--- src/rtl/fwd_hazard_ctrl_pkg.sv ---
// Shared types for the forwarding/hazard block: shadow entry,
// select-width helper and the register-file select code.
package fwd_pkg;

   // rd is stored zero-extended to this width so that the shadow
   // entry type does not depend on the instantiating REG_AW.
   localparam int RD_MAXW = 8;

   localparam int SEL_REGFILE = 0;

   typedef struct packed {
      logic               valid;
      logic [RD_MAXW-1:0] rd;
      logic               regwrite;
      logic               is_load;
   } shadow_t;

   function automatic int sel_w(input int depth);
      return (depth < 1) ? 1 : $clog2(depth + 1);
   endfunction

endpackage

--- src/rtl/fwd_sel_prio.sv ---
// Priority match of one source operand against all shadow entries.
// Ports: src_i/used_i operand, ent_i shadow entries (index = distance),
// hit_o per-distance match, ld_hit_o match on a load, sel_o youngest hit.
module fwd_sel_prio
   import fwd_pkg::*;
#(
   parameter int DEPTH  = 3,
   parameter int REG_AW = 5,
   parameter int SELW   = sel_w(DEPTH)
) (
   input  logic [REG_AW-1:0] src_i,
   input  logic              used_i,
   input  shadow_t [DEPTH:1] ent_i,
   output logic [DEPTH:1]    hit_o,
   output logic [DEPTH:1]    ld_hit_o,
   output logic [SELW-1:0]   sel_o
);

   always_comb begin
      hit_o    = '0;
      ld_hit_o = '0;
      sel_o    = SELW'(SEL_REGFILE);
      // Walk oldest to youngest so the youngest hit is written last.
      for (int k = DEPTH; k >= 1; k--) begin
         hit_o[k] = ent_i[k].valid & ent_i[k].regwrite
                  & (ent_i[k].rd != '0)
                  & (ent_i[k].rd == RD_MAXW'(src_i))
                  & used_i;
         ld_hit_o[k] = hit_o[k] & ent_i[k].is_load;
         if (hit_o[k]) begin
            sel_o = SELW'(k);
         end
      end
   end

endmodule

--- src/rtl/fwd_hazard_ctrl.sv ---
// Forwarding select and load/branch hazard stall for an in-order pipe.
// Ports: ID operand info in, hold/flush in, stall, registered EX selects,
// combinational branch selects. FWD_HAZARD_STATS_EN adds stall_cnt/fwd_cnt.
module fwd_hazard_ctrl
   import fwd_pkg::*;
#(
   parameter int NUM_SRC = 2,
   parameter int DEPTH   = 3,
   parameter int REG_AW  = 5
) (
   input  logic                            clk,
   input  logic                            reset_n,
   input  logic                            id_valid,
   input  logic [NUM_SRC*REG_AW-1:0]       id_src,
   input  logic [NUM_SRC-1:0]              id_src_used,
   input  logic [REG_AW-1:0]               id_rd,
   input  logic                            id_regwrite,
   input  logic                            id_is_load,
   input  logic                            id_branch,
   input  logic                            hold,
   input  logic                            flush,
   output logic                            stall,
   output logic [NUM_SRC*sel_w(DEPTH)-1:0] ex_fwd_sel,
`ifdef FWD_HAZARD_STATS_EN
   output logic [15:0]                     stall_cnt,
   output logic [15:0]                     fwd_cnt,
`endif
   output logic [NUM_SRC*sel_w(DEPTH)-1:0] br_fwd_sel
);

   localparam int SELW = sel_w(DEPTH);

   shadow_t [DEPTH:1]         ent_q;
   shadow_t [DEPTH:1]         ent_d;
   logic [NUM_SRC*SELW-1:0]   ex_sel_q;
   logic [NUM_SRC*SELW-1:0]   ex_sel_d;
   logic [NUM_SRC*SELW-1:0]   id_sel;
   logic [DEPTH:1]            hit    [NUM_SRC];
   logic [DEPTH:1]            ld_hit [NUM_SRC];
   logic [NUM_SRC-1:0]        m1_v;
   logic [NUM_SRC-1:0]        ld1_v;
   logic [NUM_SRC-1:0]        ld2_v;
   logic [NUM_SRC-1:0]        unused_hit;
   logic                      stall_raw;
   logic                      issue;

   for (genvar gs = 0; gs < NUM_SRC; gs++) begin : g_src
      fwd_sel_prio #(
         .DEPTH  (DEPTH),
         .REG_AW (REG_AW),
         .SELW   (SELW)
      ) u_prio (
         .src_i    (id_src[gs*REG_AW +: REG_AW]),
         .used_i   (id_src_used[gs]),
         .ent_i    (ent_q),
         .hit_o    (hit[gs]),
         .ld_hit_o (ld_hit[gs]),
         .sel_o    (id_sel[gs*SELW +: SELW])
      );
      assign m1_v[gs]       = hit[gs][1];
      assign ld1_v[gs]      = ld_hit[gs][1];
      assign unused_hit[gs] = ^{hit[gs], ld_hit[gs]};
      if (DEPTH >= 2) begin : g_d2
         assign ld2_v[gs] = ld_hit[gs][2];
      end else begin : g_nod2
         assign ld2_v[gs] = 1'b0;
      end
   end

   // A branch resolves in ID, so it cannot take any distance-1 result,
   // nor a load result that is still one stage from writeback.
   always_comb begin
      stall_raw = 1'b0;
      if (id_branch) begin
         stall_raw = (|m1_v) | (|ld2_v);
      end else begin
         stall_raw = |ld1_v;
      end
   end

   assign stall      = id_valid & ~flush & stall_raw;
   assign issue      = id_valid & ~flush & ~stall_raw;
   assign br_fwd_sel = id_sel;
   assign ex_fwd_sel = ex_sel_q;

   always_comb begin
      ent_d    = ent_q;
      ex_sel_d = ex_sel_q;
      if (!hold) begin
         for (int k = DEPTH; k >= 2; k--) begin
            ent_d[k] = ent_q[k-1];
         end
         ent_d[1] = '0;
         if (issue) begin
            ent_d[1].valid    = 1'b1;
            ent_d[1].rd       = RD_MAXW'(id_rd);
            ent_d[1].regwrite = id_regwrite;
            ent_d[1].is_load  = id_is_load;
         end
         ex_sel_d = issue ? id_sel : '0;
      end
   end

   always_ff @(posedge clk or negedge reset_n) begin
      if (!reset_n) begin
         ent_q    <= '0;
         ex_sel_q <= '0;
      end else begin
         ent_q    <= ent_d;
         ex_sel_q <= ex_sel_d;
      end
   end

`ifdef FWD_HAZARD_STATS_EN
   logic [15:0] stall_cnt_q;
   logic [15:0] stall_cnt_d;
   logic [15:0] fwd_cnt_q;
   logic [15:0] fwd_cnt_d;

   always_comb begin
      stall_cnt_d = stall_cnt_q;
      fwd_cnt_d   = fwd_cnt_q;
      if (stall && !hold && stall_cnt_q != 16'hFFFF) begin
         stall_cnt_d = stall_cnt_q + 16'd1;
      end
      if (issue && !hold && (|id_sel) && fwd_cnt_q != 16'hFFFF) begin
         fwd_cnt_d = fwd_cnt_q + 16'd1;
      end
   end

   always_ff @(posedge clk or negedge reset_n) begin
      if (!reset_n) begin
         stall_cnt_q <= '0;
         fwd_cnt_q   <= '0;
      end else begin
         stall_cnt_q <= stall_cnt_d;
         fwd_cnt_q   <= fwd_cnt_d;
      end
   end

   assign stall_cnt = stall_cnt_q;
   assign fwd_cnt   = fwd_cnt_q;
`endif

endmodule

--- config.mk ---
export PLATFORM = sky130hd
export DESIGN_NAME = fwd_hazard_ctrl
export DESIGN_NICKNAME = d
export VERILOG_FILES = /design/src/rtl/fwd_hazard_ctrl_pkg.sv /design/src/rtl/fwd_sel_prio.sv /design/src/rtl/fwd_hazard_ctrl.sv
export SDC_FILE = /design/constraint.sdc
export NUM_CORES = 1
export LEC_CHECK = 0
export CAP_MARGIN = 10
export CORE_ASPECT_RATIO = 1.2
export CORE_MARGIN = 1.5
export CORE_UTILIZATION = 49
export DETAILED_ROUTE_END_ITERATION = 10
export GPL_TIMING_DRIVEN = 0
export PLACE_DENSITY = 0.74
export SYNTH_ARGS = -nofsm -noshare
export SYNTH_HDL_FRONTEND = slang
export SYNTH_SLANG_ARGS = --single-unit
--- constraint.sdc ---
create_clock -name clk -period 2.45 [get_ports clk]
set_input_delay 0.3675 -clock clk [delete_from_list [all_inputs] [get_ports clk]]
set_output_delay 0.3675 -clock clk [all_outputs]
set_load 0.01 [all_outputs]
# Yosys cells after proc, flatten, opt, wreduce, memory -nomap -nowiden
# Cells that the tools add are included.
[totals] wordCells=61 reg_bits=36 in_bits=25 output_inout_bits=9
[classes] n_mux=9 n_reduce_logical=6 eq_ne=6 n_bitwise=28
[ops] operator="$eq A8 B5 Y1" n=6
[ops] operator="$and A1 B1 Y1" n=25
[ops] operator="$reduce_bool A8 Y1" n=3
[ops] operator="$mux W2" n=6
[ops] operator="$mux W11" n=1
[ops] operator="$reduce_or A2 Y1" n=3
[ops] operator="$mux W4" n=1
[ops] operator="$not A1 Y1" n=2
[ops] operator="$mux W1" n=1
[ops] operator="$or A1 B1 Y1" n=1

# Logic depth before layout (Yosys ltp)
# Gate-level depths: netlist of the first run.
[depth] word_depth=11 depth_mapped=7 mapped_depth_nobuf=6

# Hierarchy
# A second synthesis of the first run with hierarchy kept.
[hier_totals] hier_cells=189 area_unflattened_um2=1929.4
[modules_own_cells] mod="fwd_hazard_ctrl" seq_area_each_um2=700.7 n_inst=1 area_per_inst_um2=1308.8 cells_each=107
[modules_own_cells] mod="fwd_sel_prio" seq_area_each_um2=0.0 n_inst=2 area_per_inst_um2=310.3 cells_each=41

# Worst setup path after synthesis of the first run
# No wires, ideal clock.
[synth_timing] kind="register to output" from="reg ent_q[16] in the netlist's numbering" to="out stall" arrival_ns=1.572 stages_incl_launch_ff=8 path_slack_ns=0.511 t_required_ns=2.082 n_path_buf=1 path_cell_list="dfrtp_1 xor2_1 nor4_1 and3_1 o2111ai_1 and2_4 buf_6 nor2_1"
[synth_between] elab_chain_len=9
[synth_rtl] item="start, declared" line="fwd_hazard_ctrl.sv:33" text="shadow_t [DEPTH:1] ent_q;"
[synth_rtl] item="start signal, assigned" line="fwd_hazard_ctrl.sv:109" text="ent_q <= ent_d;"
[synth_rtl] item="$reduce_bool A8 Y1" line="fwd_sel_prio.sv:26" text="& (ent_i[k].rd != '0)"
[synth_rtl] item="$and A1 B1 Y1" line="fwd_sel_prio.sv:26"
[synth_rtl] item="$and A1 B1 Y1" line="fwd_sel_prio.sv:27" text="& (ent_i[k].rd == RD_MAXW'(src_i))"
[synth_rtl] item="$and A1 B1 Y1" line="fwd_sel_prio.sv:28" text="& used_i;"
[synth_rtl] item="$and A1 B1 Y1" line="fwd_sel_prio.sv:29" text="ld_hit_o[k] = hit_o[k] & ent_i[k].is_load;"
[synth_rtl] item="$reduce_or A2 Y1 *" line="fwd_hazard_ctrl.sv:75" text="stall_raw = (|m1_v) | (|ld2_v);"
[synth_rtl] item="$or A1 B1 Y1 *" line="fwd_hazard_ctrl.sv:75"
[synth_rtl] item="$mux W1 *" line="fwd_hazard_ctrl.sv:74" text="if (id_branch) begin"
[synth_rtl] item="$and A1 B1 Y1 *" line="fwd_hazard_ctrl.sv:81" text="assign stall = id_valid & ~flush & stall_raw;"
[synth_rtl] item="end, declared" line="fwd_hazard_ctrl.sv:22" text="output logic stall,"
# Every way passes the cells marked *; elsewhere a longest branch is shown, timed or not.

# Final worst setup path of the first run
[layout_timing] from="reg ent_q[6] in the netlist's numbering" to="out stall"
[layout_between] elab_chain_len=8
[layout_rtl] item="$reduce_bool A8 Y1" line="fwd_sel_prio.sv:26"
[layout_rtl] item="$and A1 B1 Y1" line="fwd_sel_prio.sv:26"
[layout_rtl] item="$and A1 B1 Y1" line="fwd_sel_prio.sv:27"
[layout_rtl] item="$and A1 B1 Y1" line="fwd_sel_prio.sv:28"
[layout_rtl] item="$and A1 B1 Y1 / $reduce_or A2 Y1 (equally long branches)" line="fwd_sel_prio.sv:29, fwd_hazard_ctrl.sv:75"
[layout_rtl] item="$reduce_or A2 Y1 / $or A1 B1 Y1 (equally long branches)" line="fwd_hazard_ctrl.sv:77, fwd_hazard_ctrl.sv:75"
[layout_rtl] item="$mux W1 *" line="fwd_hazard_ctrl.sv:74"
[layout_rtl] item="$and A1 B1 Y1 *" line="fwd_hazard_ctrl.sv:81"
# Marks and branches as above.

==> metrics.yaml, run 1 <==
synthFlopType: "dfrtp_1"
die_h_um: 63.2
drive_gt1_share_pct: 31.7
p_comb_share_pct: 21.5
grt_pass1_vias: 1267
p_leak_uw: 0.000983
syn_inst: 125
grt_max_degree: 28
vias: 1210
max_freq_mhz: 415
clkPwrFrac_pct: 21.7
yosys.area.top_type_share_pct: 45.7
intPower_uw: 650
place_hpwl_um: 2690
diodes: 0
path_clk_slew_ps: 140
grt_antenna_before_repair: 0
port_buffers: 32
ios: 34
coreArea_um2: 2840
die_w_um: 53.2
rsz0062_at_grt: "yes"
hold_class: "input pin to async pin"
required_ps: 2080
power.switching_uw: 248
min_period_ps: 2410
finalSetupTns_ps: 0
clkSinkCount: 27
worst_pin_slew_ps: 612
htreeDepth: 1
yosysWarnings: 0
swShare_pct: 27.7
antenna_left: 0
ys_top_cells_by_count: "dfrtp_1 (27), xor2_1 (24), mux2_2 (15)"
synth_seq_area_share_pct: 45.7
nets: 206
stdcell_count: 214
final.setup_skew_ps: 6.85
synth.most_common_cell: "dfrtp_1"
drt_wl_total_um: 3900
clockBufferDepth: 2
cts_tree: "done"
placed_cells_incl_taps: 191
syn2layout_area_growth_pct: 35.3
holdBufCountCts: 0
yosys.area.top_type: "dfrtp_1"
ys_async_sr_fraction_pct: 100
avgSynthCellArea_um2: 11.8
routed_via_density: 5.65
critPathMaxFanout: 4
cp_data_arrival_time_ps: 2040
peakVddDrop_uv: 353
setup-violations-final: 0
cts_buffers: 3
die_area_um2: 3360
critPathLaunchType: "flop"
start_util_pct: 52.1
ys_ff_latch: 27
slew_headroom_pct: 59.2
worst-setup-path-type: "flop to output pin"
fin_crit_sh_pct: 98.5
crit_chain: "buf_4, xor2_1, nor4_1, and3_1, o221ai_1, and2_4, nor2_1, buf_2"
wl_per_cell_um: 18.2
grt_pass1_wl_um: 6100
slowest_delay_ps: 440
row_count: 21
synth_area_um2: 1480
crit_slowest_cell: "dfrtp_1"
synth_cell_types: 27
grt_overflow: 0
status: "finished, final reports clean"
synth_area_leaders: "dfrtp_1 (46%), xor2_1 (14%), mux2_2 (11%)"
hold_violations: 0
grt_use_total_pct: 25.1
clockRootBuffer: "clkbuf_4"
routabilityCongestion: 0.791
synth_enable_flop_cells: 0
power_density_nw_per_um2: 449
cap_violations: 0
clock_latency_ps: 330
power_frac_seq_pct: 56.7
initialDrtViolationCount: 15
route.detailed.drc: 0
firstDrtPassIters: 4
maxSlewViolCount: 0
syn_nets: 150
crit_path_end_kind: "output pin"
## through the flow
step | total power [µW] | hold WS, ps | setup slack, ps | cell area (µm²) | utilization (%)
floorplan | 602 | 71.9 | 511 | 1480 | -
global placement | 679 | 476 | -524 | 1840 | 64.9
detailed placement | 686 | 487 | -549 | 1840 | 64.9
CTS | 892 | 521 | -43.5 | 1950 | 68.6
global route | 949 | 50.8 | -134 | 2000 | 70.5
finish | 898 | 21.6 | 37.9 | 2000 | 70.5
## path summary, 6_finish.rpt
path	from	end	slack (ps)	depth (start not counted)
setup / recovery	ent_q[6]$_DFFE_PN0N_	stall	40	8
hold / removal	reset_n	ent_q[25]$_DFFE_PN0N_	20	1
setup reg to reg	ent_q[6]$_DFFE_PN0N_	ent_q[1]$_DFFE_PN0N_	310	9
hold reg to reg	ex_fwd_sel[0]$_DFFE_PN0N_	ex_fwd_sel[0]$_DFFE_PN0N_	520	1
max in group asynchronous	reset_n	ent_q[16]$_DFFE_PN0N_	2010	1
min in group clk	ex_fwd_sel[0]$_DFFE_PN0N_	ex_fwd_sel[0]$_DFFE_PN0N_	520	1
## registers in the layout (all words and copies together), names as in the netlist
| register | cells |
|---|---|
| ent_q | 23 |
| ex_fwd_sel | 4 |
## logic make-up after synthesis
kind of cell	synth area share (%)
buffers and inverters	2.03
and+or+nand+nor	10.2
xor gates and xnor gates	17.8
muxes	11.4
DFF	45.7
AOI/OAI and AO/OA	12.9
## critical path, delay by kind of cell (launching register included)
kind	cells	cell delay, ps
buffers and inverters	2	280
xor gates and xnor gates	1	150
AOI/OAI and AO/OA	1	110
and+or+nand+nor	4	720
DFF	1	440
## routing by layer
layer	vias up	track usage, %	wire (µm)
li1	575	-	-
met5	-	0	0
met4	0	8.33	68
met1	590	33.6	1690
met2	37	41.4	2010
met3	8	3.08	131
## power groups by stage
stage | clock, µW | combinational, µW | sequential, µW
global route | 226 | 210 | 514
finish | 195 | 193 | 510
global placement | 0 | 158 | 521
CTS | 197 | 186 | 510
floorplan | 0 | 91.8 | 510
detailed placement | 0 | 164 | 523
## layout by cell type, fill, tap and decap left out, drive strengths merged, types with 2 or more instances in the layout
cell           synthesis  routed
a21oi                  2       2
a32o                  11      11
and2                   3       3
and3                   4       4
and4                   2       2
buf                    1      25
clkbuf                 4       9
clkdlybuf4s50          0      17
dfrtp                 27      27
dlygate4sd2            0       8
mux2                  15      15
nand2                  3       3
nor2                   4       4
nor4                   6       6
o311a                  2       2
or3                    2       2
xnor2                  6       6
xor2                  24      24
## area by class of cell
cell class | count | area (µm²)
Buffer | 4 | 15.0
Clock buffer | 4 | 26.3
Fill cell | 217 | 837
Inverter | 1 | 3.75
Multi-Input combinational cell | 92 | 798
Sequential cell | 27 | 682
Tap cell | 34 | 42.5
Timing Repair Buffer | 52 | 433
## repair_timing
action                                  CTS  global route
buffers inserted                         12             8
endpoints found under the hold margin     0             0
pin swaps                                 7            10
gates resized for setup                  32             8
endpoints found under the setup margin    5             5
Power figures use the tool's default switching activity.
==> inputs of run 2 (changes only) <==
Settings changed: ABC_CLOCK_PERIOD_IN_PS set to 2450.
==> results of run 2 <==
No change in the layout: final DEF, timing and power equal those of run 1.
==> inputs of run 3 (changes only) <==
Settings changed: ABC_CLOCK_PERIOD_IN_PS 2450 to 1950, CORE_UTILIZATION 49 to 44, MAX_ROUTING_LAYER set to met4, PLACE_DENSITY 0.74 to 0.7.
Clock period 2.45 ns to 1.95 ns, I/O delays scaled along.
==> run 3 against run 2 <==
Effect of this change:
- the run now ends with setup timing left
- clock power rose by 22%
- combinational power up 30%
- non-clock buffer count decreased by 7
- setup slack lost 470 ps
- sequential share of layout area decreased by 0.44 points
- clock skew fell by 5.8 ps
- flip-flop and latch count unchanged
- total power is 26% higher
- critical path depth unchanged
- sequential power grew 26%
- register-to-register slack worse by 440 ps
- final cell count fell by 2.3%
- critical endpoint unchanged
- largest cell class unchanged
- highest routed layer unchanged
==> metrics.yaml, run 3 (synthesis results as in run 1) <==
power_density_nw_per_um2: 558  # was 449 nW/µm²
finalPower_uw: 1130  # was 898 µW
grt_overflow: 0  # unchanged
finalWorstSetupSlack_ps: -429  # was 37.9 ps
die_area_um2: 3720  # was 3360 µm²
worst-setup-path-type: "flop to output pin"  # unchanged
start_util_pct: 47.1  # was 52.1%
cts_buffers: 3  # unchanged
clockBufferDepth: 2  # unchanged
drt_wl_total_um: 3710  # was 3900 µm
htreeDepth: 1  # unchanged
place_hpwl_um: 2640  # was 2690 µm
holdBufCountCts: 0  # unchanged
fill_cells: 257  # was 217
maxSlewViolCount: 0  # unchanged
final.setup_skew_ps: 1.09  # was 6.85 ps
most-common-layout-cells: "xor2_1 (23), dfrtp_1 (23), clkdlybuf4s50_1 (21)"  # was xor2_1 (24), dfrtp_1 (22), buf_4 (20)
hold_class: "input pin to async pin"  # unchanged
required_ps: 1660  # was 2080 ps
crit_path_end_kind: "output pin"  # unchanged
critPathMaxFanout: 5  # was 4
largest_register: "ent_q"  # unchanged
vias: 1208  # was 1210
grt_use_met2_pct: 38.4  # was 41.4%
grt_max_degree: 28  # unchanged
firstDrtPassIters: 4  # unchanged
routabilityCongestion: 0.827  # was 0.791
rsz0062_at_grt: "yes"  # unchanged
setup-violations-final: 14  # was 0
grt_use_total_pct: 21.0  # was 25.1%
max_freq_mhz: 420
port_buffers: 32  # unchanged
slew_headroom_pct: 62.8  # was 59.2%
met3_usage_pct: 2.14  # was 3.08%
die_h_um: 66.5  # was 63.2 µm
status: "finished with violations"  # was finished, final reports clean
syn2layout_area_growth_pct: 36.8  # was 35.3%
clockRootBuffer: "clkbuf_4"  # unchanged
hold_violations: 0  # unchanged
critPathLaunchType: "flop"  # unchanged
grt_pass1_vias: 1258  # was 1267
nets: 199  # was 206
cap_violations: 0  # unchanged
die_w_um: 55.9  # was 53.2 µm
worst_pin_slew_ps: 556  # was 612 ps
grtUsageMet1_pct: 25.1  # was 33.6%
routed_via_density: 5.78  # was 5.65
peakVddDrop_uv: 473  # was 353 µV
cts_tree: "done"  # unchanged
path_clk_slew_ps: 140  # about the same
wl_per_cell_um: 17.7  # was 18.2 µm
fin_crit_sh_pct: 122
route.detailed.drc: 0  # unchanged
row_count: 22  # was 21
finalSetupTns_ps: -2850  # was 0 ps
ios: 34  # unchanged
clock_latency_ps: 320  # was 330 ps
initialDrtViolationCount: 42  # was 15
grt_antenna_before_repair: 0  # unchanged
antenna_left: 0  # unchanged
p_leak_uw: 0.000952  # was 0.000983 µW
coreArea_um2: 3140  # was 2840 µm²
diodes: 0  # unchanged
cp_data_arrival_time_ps: 2090  # was 2040 ps
min_period_ps: 2380
failed_checks: "setup timing"
grt-busiest-layer: "met2"  # unchanged
clkSinkCount: 27  # unchanged
grt_pass1_wl_um: 5960  # was 6100 µm
largest_reg_flops: 23  # unchanged
drive_gt1_share_pct: 32.4  # was 31.7%
run 3: changes by cell type in the layout (fill, tap and decap cells not counted), sizes merged:
cell	change
buf	-7
clkdlybuf4s50	+4
dlygate4sd2	-3
clkbuf	-1
run 3: where the power goes:
group	switching (µW)	internal, µW	leakage, µW	total [µW]
Combinational	108	142	0.000578	250
Sequential	42.3	598	0.000359	641
Clock	158	80.0	0.0000150	238
run 3: layout make-up:
cell class                 instances  area, µm²  share of cell area [%]
multi-input combinational         92        838                    41.4
inverter                           1       3.75                   0.186
sequential                        27        681                    33.6
clock buffer                       4       26.3                    1.30
tap                               36       45.0                    2.23
timing repair buffer              44        403                    19.9
buffer                             5       26.3                    1.30
run 3: worst max-delay path, stage by stage (launching register included):
cell      delay (ps)
dfrtp_2          480
xor2_1           180
nor4_2           290
and3_1           230
o221ai_1         120
and2_4           160
buf_6            110
nor2_4            80
buf_6            100
run 3: routing by layer:
layer  vias up  part of all wire (%)
met5         -                     0
met4         0                  0.92
met3         4                   4.3
met2        37                    53
met1       608                    42
li1        559                     -
run 3: repair_timing:
action,in CTS,in global routing
buffers inserted,9,3
endpoints found under the setup margin,14,17
pin swaps,12,13
endpoints found under the hold margin,0,0
gates resized for setup,34,15
run 3: per-stage QoR:
step	instances	instance area (µm²)	setup WS, ps	util (%)	hold slack (ps)
floorplan	125	1480	85.5	-	-3.09
global placement	193	1840	-923	58.8	479
detailed placement	193	1840	-959	58.8	485
CTS	206	1940	-505	61.9	520
global route	209	2020	-521	64.5	337
finish	209	2020	-429	64.5	313
run 3: final timing paths:
check                                                from                   endpoint  slack (ps)  cells after the start
max in group asynchronous                         reset_n      ent_q[12]$_DFFE_PN0N_        1140                      2
worst max-delay path                 ent_q[3]$_DFFE_PN0N_                      stall        -430                      8
worst min register to register  ex_fwd_sel[1]$_DFFE_PN0N_  ex_fwd_sel[1]$_DFFE_PN0N_         520                      1
worst max register to register       ent_q[3]$_DFFE_PN0N_       ent_q[2]$_DFFE_PN0N_        -130                      8
worst min-delay path                              reset_n       ent_q[6]$_DFFE_PN0N_         310                      1
min in group clk                ex_fwd_sel[1]$_DFFE_PN0N_  ex_fwd_sel[1]$_DFFE_PN0N_         520                      1
